<file path="config.mk">
export PLATFORM = sky130hd
export DESIGN_NAME = hazard_tracker
export DESIGN_NICKNAME = d
export VERILOG_FILES = /design/src/rtl/hazard_tracker.sv
export SDC_FILE = /design/constraint.sdc
export NUM_CORES = 1
export LEC_CHECK = 0
export CORE_MARGIN = 3
export CORE_UTILIZATION = 43
export DETAILED_ROUTE_END_ITERATION = 10
export MAX_ROUTING_LAYER = met4
export PLACE_DENSITY = 0.75
export SLEW_MARGIN = 20
export SYNTH_ARGS = -nofsm -noshare
export SYNTH_HDL_FRONTEND = slang
export SYNTH_SLANG_ARGS = --single-unit
</file>
<file path="constraint.sdc">
create_clock -name clk -period 6.75 [get_ports clk]
set_clock_uncertainty 0.2 [all_clocks]
set_input_delay 1.6875 -clock clk [delete_from_list [all_inputs] [get_ports clk]]
set_output_delay 1.6875 -clock clk [all_outputs]
set_load 0.02 [all_outputs]
</file>
<file path="src/rtl/hazard_tracker.sv">
`default_nettype none
// ============================================================================
// Module   : hazard_tracker
// Purpose  : Stall and forwarding control for a 5-stage MIPS pipeline.
//            Tracks the destination register and result-ready time (tnew)
//            of the instructions in the E, M and W stages. These are
//            compared with the D-stage source registers and their
//            need-time (tuse).
// Ports    : clk             core clock, rising edge
//            reset           asynchronous, active-low reset
//            d_a1/d_a2       D-stage source register addresses (0 = unused)
//            d_tuse1/2       cycles after D until the source is needed (3 = never)
//            d_a3            D-stage destination register (0 = no write)
//            d_tnew          cycles after entering E until the result is ready
//            stall           freeze F/D, bubble into E
//            fwd_d1/fwd_d2   D operand select: 0 GRF, 1 E, 2 M, 3 W
//            fwd_e1/fwd_e2   E operand select: 0 pipe reg, 2 M, 3 W
//            fwd_m2          M store-data select: 0 pipe reg, 1 W
// Revision : 1.0  initial release
// ============================================================================
module hazard_tracker #(
  parameter int ADDR_W = 5,
  parameter int T_W    = 2
) (
  input  logic              clk,
  input  logic              reset,
  input  logic [ADDR_W-1:0] d_a1,
  input  logic [ADDR_W-1:0] d_a2,
  input  logic [T_W-1:0]    d_tuse1,
  input  logic [T_W-1:0]    d_tuse2,
  input  logic [ADDR_W-1:0] d_a3,
  input  logic [T_W-1:0]    d_tnew,
  output logic              stall,
  output logic [1:0]        fwd_d1,
  output logic [1:0]        fwd_d2,
  output logic [1:0]        fwd_e1,
  output logic [1:0]        fwd_e2,
  output logic              fwd_m2
);

  // Forwarding select encodings
  localparam logic [1:0] c_SEL_REG = 2'd0;
  localparam logic [1:0] c_SEL_E   = 2'd1;
  localparam logic [1:0] c_SEL_M   = 2'd2;
  localparam logic [1:0] c_SEL_W   = 2'd3;

  // --------------------------------------------------------------------------
  // Stage scoreboard
  // --------------------------------------------------------------------------
  logic [ADDR_W-1:0] r_e_a1;
  logic [ADDR_W-1:0] r_e_a2;
  logic [ADDR_W-1:0] r_e_a3;
  logic [T_W-1:0]    r_e_tnew;
  logic [ADDR_W-1:0] r_m_a2;
  logic [ADDR_W-1:0] r_m_a3;
  logic [T_W-1:0]    r_m_tnew;
  logic [ADDR_W-1:0] r_w_a3;
  logic [T_W-1:0]    r_w_tnew;

  // Saturating decrement: a result that is already available stays at 0.
  function automatic logic [T_W-1:0] sat_dec(input logic [T_W-1:0] t);
    return (t != '0) ? (t - T_W'(1)) : '0;
  endfunction

  // --------------------------------------------------------------------------
  // Per-source hazard evaluation (index 0 = rs, index 1 = rt)
  // --------------------------------------------------------------------------
  for (genvar gi = 0; gi < 2; gi++) begin : g_src
    logic [ADDR_W-1:0] w_d_a;
    logic [T_W-1:0]    w_tuse;
    logic [ADDR_W-1:0] w_e_a;
    logic              w_d_hit_e;
    logic              w_d_hit_m;
    logic              w_d_hit_w;
    logic              w_e_hit_m;
    logic              w_e_hit_w;
    logic              w_stall;
    logic [1:0]        w_fwd_d;
    logic [1:0]        w_fwd_e;

    assign w_d_a  = (gi == 0) ? d_a1    : d_a2;
    assign w_tuse = (gi == 0) ? d_tuse1 : d_tuse2;
    assign w_e_a  = (gi == 0) ? r_e_a1  : r_e_a2;

    // $0 is hard-wired zero, so it never matches a producer.
    assign w_d_hit_e = (w_d_a != '0) && (r_e_a3 == w_d_a);
    assign w_d_hit_m = (w_d_a != '0) && (r_m_a3 == w_d_a);
    assign w_d_hit_w = (w_d_a != '0) && (r_w_a3 == w_d_a);
    assign w_e_hit_m = (w_e_a != '0) && (r_m_a3 == w_e_a);
    assign w_e_hit_w = (w_e_a != '0) && (r_w_a3 == w_e_a);

    // D stage: only the nearest producer counts. Stall when its result
    // arrives later than the consumer needs it; forward only once ready.
    always_comb begin
      w_stall = 1'b0;
      w_fwd_d = c_SEL_REG;
      if (w_d_hit_e) begin
        w_stall = (r_e_tnew > w_tuse);
        if (r_e_tnew == '0) w_fwd_d = c_SEL_E;
      end else if (w_d_hit_m) begin
        w_stall = (r_m_tnew > w_tuse);
        if (r_m_tnew == '0) w_fwd_d = c_SEL_M;
      end else if (w_d_hit_w) begin
        w_stall = (r_w_tnew > w_tuse);
        if (r_w_tnew == '0) w_fwd_d = c_SEL_W;
      end
    end

    // E stage: an M producer that is not ready yet shadows W. The value
    // selected then is never consumed because the D-stage stall held it.
    always_comb begin
      w_fwd_e = c_SEL_REG;
      if (w_e_hit_m) begin
        if (r_m_tnew == '0) w_fwd_e = c_SEL_M;
      end else if (w_e_hit_w) begin
        w_fwd_e = c_SEL_W;
      end
    end
  end

  assign stall  = g_src[0].w_stall | g_src[1].w_stall;
  assign fwd_d1 = g_src[0].w_fwd_d;
  assign fwd_d2 = g_src[1].w_fwd_d;
  assign fwd_e1 = g_src[0].w_fwd_e;
  assign fwd_e2 = g_src[1].w_fwd_e;
  assign fwd_m2 = (r_m_a2 != '0) && (r_w_a3 == r_m_a2);

  // --------------------------------------------------------------------------
  // Scoreboard advance. A stall only bubbles E; M and W always drain.
  // --------------------------------------------------------------------------
  always_ff @(posedge clk or negedge reset) begin
    if (!reset) begin
      r_e_a1   <= '0;
      r_e_a2   <= '0;
      r_e_a3   <= '0;
      r_e_tnew <= '0;
      r_m_a2   <= '0;
      r_m_a3   <= '0;
      r_m_tnew <= '0;
      r_w_a3   <= '0;
      r_w_tnew <= '0;
    end else begin
      if (stall) begin
        r_e_a1   <= '0;
        r_e_a2   <= '0;
        r_e_a3   <= '0;
        r_e_tnew <= '0;
      end else begin
        r_e_a1   <= d_a1;
        r_e_a2   <= d_a2;
        r_e_a3   <= d_a3;
        r_e_tnew <= d_tnew;
      end
      r_m_a2   <= r_e_a2;
      r_m_a3   <= r_e_a3;
      r_m_tnew <= sat_dec(r_e_tnew);
      r_w_a3   <= r_m_a3;
      r_w_tnew <= sat_dec(r_m_tnew);
    end
  end

endmodule
`default_nettype wire

</file>
======== Yosys cells after proc, flatten, opt, wreduce, memory -nomap -nowiden ========
Index checks and enable logic that the tools add are counted.
word-level totals
  memories ................................ 0
  latch bits .............................. 0
  output and inout bits ................... 10
  logic and storage cells ................. 75
  bits of input ports ..................... 23
  bits in read-only memories .............. 0
  memory bits (writable) .................. 0
  register bits after elaboration ......... 36
operators by class
  equality and inequality tests ........... 11
  shift-type cells ........................ 0
  $mul .................................... 0
  add/subtract/negate cells ............... 2
  magnitude comparators ................... 6
  reduce and logical (&&, ||, !) cells .... 21
  div/mod/pow operators ................... 0
  muxes and demuxes ....................... 25
  bitwise gates (word level) .............. 1
operator list
  operator                                                            count
  5-bit equality test                                                 11
  2-bit two-way mux                                                   15
  5-bit nonzero test                                                  5
  5-bit two-way mux                                                   3
  2-bit greater-than comparator                                       6
  1-bit logical AND                                                   11
  1-bit two-way mux                                                   7
  2-bit zero test                                                     3
  2-bit nonzero test                                                  2
  2-bit by 1-bit subtractor with 2-bit output, second input constant  2
  1-bit OR                                                            1

======== Depth between registers and ports, before layout ========
  depth in word-level cells ............... 7
  mapped depth ............................ 9
  depth with buffers taken out ............ 7

======== Worst setup path before layout ========
Ideal clock, no wire load.
  path kind ............................... input to output
  start ................................... input port d_a1[0]
  end ..................................... output port fwd_d1[0]
  path slack .............................. 1.424 ns
  cell stages on the path ................. 6
  data arrival time ....................... 3.439 ns
  required time ........................... 4.862 ns
  buffers on the path ..................... 2
  cell sequence ........................... clkbuf_1 xor2_1 nor3_1 nand3_1 buf_1 o41ai_1
on the way
  word-level cells in the longest chain between the ends .. 5
  elaborated cells on any way between the ends .. 10
  those cells by class .................... eq/ne: 3; mux: 3; reduce/logical: 4
ends and longest elaborated chain
  element                                                    RTL line    source
  from (decl)                                                27          input logic [ADDR_W-1:0] d_a1,
  5-bit equality test or 5-bit nonzero test (tied branches)  88, 86, 87
  1-bit logical AND                                          88          assign w_d_hit_w = (w_d_a != '0) && (r_w_a3 == w_d_a);
  2-bit two-way mux                                          103         end else if (w_d_hit_w) begin
  2-bit two-way mux                                          100         end else if (w_d_hit_m) begin
  2-bit two-way mux *                                        97          if (w_d_hit_e) begin
  to (decl)                                                  34          output logic [1:0] fwd_d1,
Mark *: on every way between the ends. The rest lies on a longest branch, timed or not.

======== Worst setup path in the final report ========
  start ................................... input port d_a2[1]
  end ..................................... output port stall
on the way
  word-level cells in the longest chain between the ends .. 6
  elaborated cells on any way between the ends .. 11
  those cells by class .................... eq/ne: 3; mux: 3; bitwise: 1; reduce/logical: 4
ends and longest elaborated chain
  element                                                    RTL line    source
  from (decl)                                                28          input logic [ADDR_W-1:0] d_a2,
  5-bit equality test or 5-bit nonzero test (tied branches)  88, 86, 87
  1-bit logical AND                                          88
  1-bit two-way mux                                          103
  1-bit two-way mux                                          100
  1-bit two-way mux *                                        97
  1-bit OR *                                                 121         assign stall = g_src[0].w_stall | g_src[1].w_stall;
  to (decl)                                                  33          output logic stall,
Marks and branches as above.

==> results.sh <==
export IMPL_ys_types=37
export IMPL_area_delta_synth_final_pct=20.5
export IMPL_cp_data_arrival_time_ns=4.30
export IMPL_hold_viol_final=0
export IMPL_outcome="completed"
export IMPL_worstMarginPinSlew_ns=0.483
export IMPL_grt_overflow=0
export IMPL_core_um2=5570
export IMPL_grt_pass1_vias=2068
export IMPL_p_comb_share_pct=26.5
export IMPL_intPower_mw=0.430
export IMPL_grt_util_met3_pct=4.23
export IMPL_top_usage_layer="met2"
export IMPL_portBuffers=32
export IMPL_yosysTopAreaCell="dfrtp_1"
export IMPL_fin_crit_sh_pct=91.7
export IMPL_tns_ns=0
export IMPL_synth_cells=250
export IMPL_nFillCells=523
export IMPL_dr_pass1_iters=4
export IMPL_power_density_nw_per_um2=208
export IMPL_endpoint_kind="output port"
export IMPL_root_buffer="clkbuf_8"
export IMPL_pwr_share_clk_pct=30.0
export IMPL_cts_tree="done"
export IMPL_required_ns=4.86
export IMPL_rsz0062_at_grt="no"
export IMPL_start_util_pct=44.8
export IMPL_drt_total_wl_mm=6.33
export IMPL_grt_pass1_wl_mm=10.4
export IMPL_cts_made_buffers=5
export IMPL_syn_avg_cell_area_um2=9.99
export IMPL_gp_congestion=0.893
export IMPL_ant_nets=0
export IMPL_multi_input_area_um2=1490
export IMPL_slew_headroom_pct=67.7
export IMPL_worstSkewPairLatency_ns=0.29
export IMPL_ir_drop_mv=0.116
export IMPL_hold_class="flop to flop"
export IMPL_dieWidth_um=82.2
export IMPL_leakagePower_nw=1.16
export IMPL_cts_buffer_depth=2
export IMPL_die_area_um2=6760
export IMPL_grt_max_degree=37
export IMPL_synth_top_cell_area_share_pct=36.1
export IMPL_drv_cap=0
export IMPL_cts_resized=0
export IMPL_finalSetupViolations=0
export IMPL_boundaryPins=33
export IMPL_antenna_found_initial=0
export IMPL_numClockSinks=36
export IMPL_use_met1_pct=28.3
export IMPL_min_period_ns=6.19
export IMPL_drc=0
export IMPL_clkTransAtPathRegs_ns=0.07
export IMPL_htree_levels=2
export IMPL_fin_nets=311
export IMPL_ff_latch_area_um2=901
export IMPL_ys_seq_area_share_pct=36.1
export IMPL_fmax_mhz=162
export IMPL_critPathLaunchType="input pin"
export IMPL_antenna_cells=0
export IMPL_via_per_inst=5.83
export IMPL_ys_warn_count=0
export IMPL_ys_ff_latch=36
export IMPL_synth_nets=285
export IMPL_yosys_top_cells_area="dfrtp_1 36%, xnor2_1 12%, xor2_1 7.0%"
export IMPL_holdBufCountCts=0
export IMPL_synth_area_um2=2500
export IMPL_power_switching_mw=0.196
export IMPL_initialDrtViolationCount=109
export IMPL_fp_row_count=27
export IMPL_sw_frac_of_total_pct=31.3
export IMPL_dp_hpwl_mm=4.62
export IMPL_seq_power_share_pct=43.6
export IMPL_crit_type="input pin to output port"
export IMPL_grtUsageTotal_pct=21.4
export IMPL_postCtsSetupBuffers=0
export IMPL_critPathMaxFanout=5
export IMPL_die_h_um=82.2
export IMPL_use_met2_pct=34.1
export IMPL_wl_per_cell_um=18.1
export IMPL_hold_ws_ns=0.272
export IMPL_slew_violations=0
export IMPL_vias=2033
export IMPL_drive_above_1_share_pct=13.0
## worst max-delay path, stage by stage
cell and delay [ns]:
clkdlybuf4s50_1 0.52, or4_1 0.55, nor2_1 0.30, o21bai_2 0.20, nor4_1 0.07, a2111o_1 0.41
clkdlybuf4s50_1 0.56
## per-stage QoR
stage | cell area, um2 | setup WS (ns) | total power, mW | instances | util (%)
detailed placement | 2900 | 0.545 | 0.442 | 341 | 52.1
finish | 3010 | 0.561 | 0.626 | 349 | 54.0
global placement | 2900 | 0.586 | 0.437 | 341 | 52.1
CTS | 3010 | 0.551 | 0.631 | 349 | 54.0
floorplan | 2500 | 1.42 | 0.379 | 250 | -
global route | 3010 | 0.398 | 0.664 | 349 | 54.0
## synth_stat cells (all sizes together)
cell	instances
nor2	10
nor2b	3
buf	6
xnor2	34
nor4	3
o22ai	1
or4b	1
o21bai	1
o21ai	1
a21boi	1
o2111a	2
nand2	9
and2	2
o41ai	18
or2	5
nor3	9
nor4bb	1
xor2	20
a32o	1
nand4	2
clkbuf	16
or4	3
a2111o	1
inv	10
a211o	2
ha	12
a2111oi	17
or3	1
nor4b	2
dfrtp	36
nand3	9
a21oi	11
## final cells by class
cell class              instances  share of cell area [%]
flip-flops and latches         36                    29.9
multi-input cells             182                    49.4
repair buffers                 41                    12.9
clock inverters                 2                    1.16
clock buffers                   6                    2.41
inverters                      10                    1.25
well taps                      72                    2.99
## sequential cells by signal, summed over array words and instances, names as in the netlist
| signal | flops |
|---|---|
| r_w_tnew | 2 |
| r_e_tnew | 2 |
| g_src.w_e_a | 10 |
| r_w_a3 | 5 |
| r_e_a3 | 5 |
| r_m_a3 | 5 |
| r_m_tnew | 2 |
| r_m_a2 | 5 |
## logic make-up after synthesis
kind of cell,Yosys count,synth area share (%)
adders and majority gates,12,6.01
and+or+nand+nor,60,13.3
AOI/OAI and AO/OA,56,20.4
DFF,36,36.1
xor gates and xnor gates,54,18.9
buffers and inverters,32,5.26
## final timing paths
check / slack (ns) / from / end / cells past startpoint
max reg2reg: 4.32 / r_m_a3[2] / g_src[1].w_e_a[4] / 6
min in group asynchronous: 1.62 / reset / g_src[1].w_e_a[4] / 2
max: 0.56 / d_a2[1] / stall / 7
min reg2reg: 0.27 / g_src[1].w_e_a[0] / r_m_a2[0] / 0
max in group asynchronous: 4.42 / reset / g_src[0].w_e_a[0] / 2
min: 0.27 / g_src[1].w_e_a[0] / r_m_a2[0] / 0
## placed cells by master, fill, tap and decap left out, types with 3 or more instances in the layout
cell type and instances:
a21oi_1 11, clkdlybuf4s50_1 32, a2111oi_2 9, xor2_1 20, nor2b_1 3, nand3_1 9
nor2_1 9, xnor2_1 34, nand2_1 9, ha_1 12, dfrtp_1 36, clkbuf_8 5
nor3_1 8, nor4_1 3, a2111oi_0 8, inv_1 10, buf_4 9, or2_2 5
o41ai_1 18
## power groups by stage
stage          sequential (mW)  clock (mW)  combinational, mW
6_report                 0.273       0.187              0.166
5_1_grt                  0.276       0.203              0.186
4_1_cts                  0.272       0.192              0.167
3_5_place_dp             0.276           0              0.166
3_3_place_gp             0.276           0              0.162
2_1_floorplan            0.257           0              0.122
## routing by layer
metal	up-vias	part of all wire, %
li1	973	-
met1	988	42
met2	63	50
met3	9	6.1
met4	0	1.3
met5	-	0
Power figures use the tool's default switching activity.
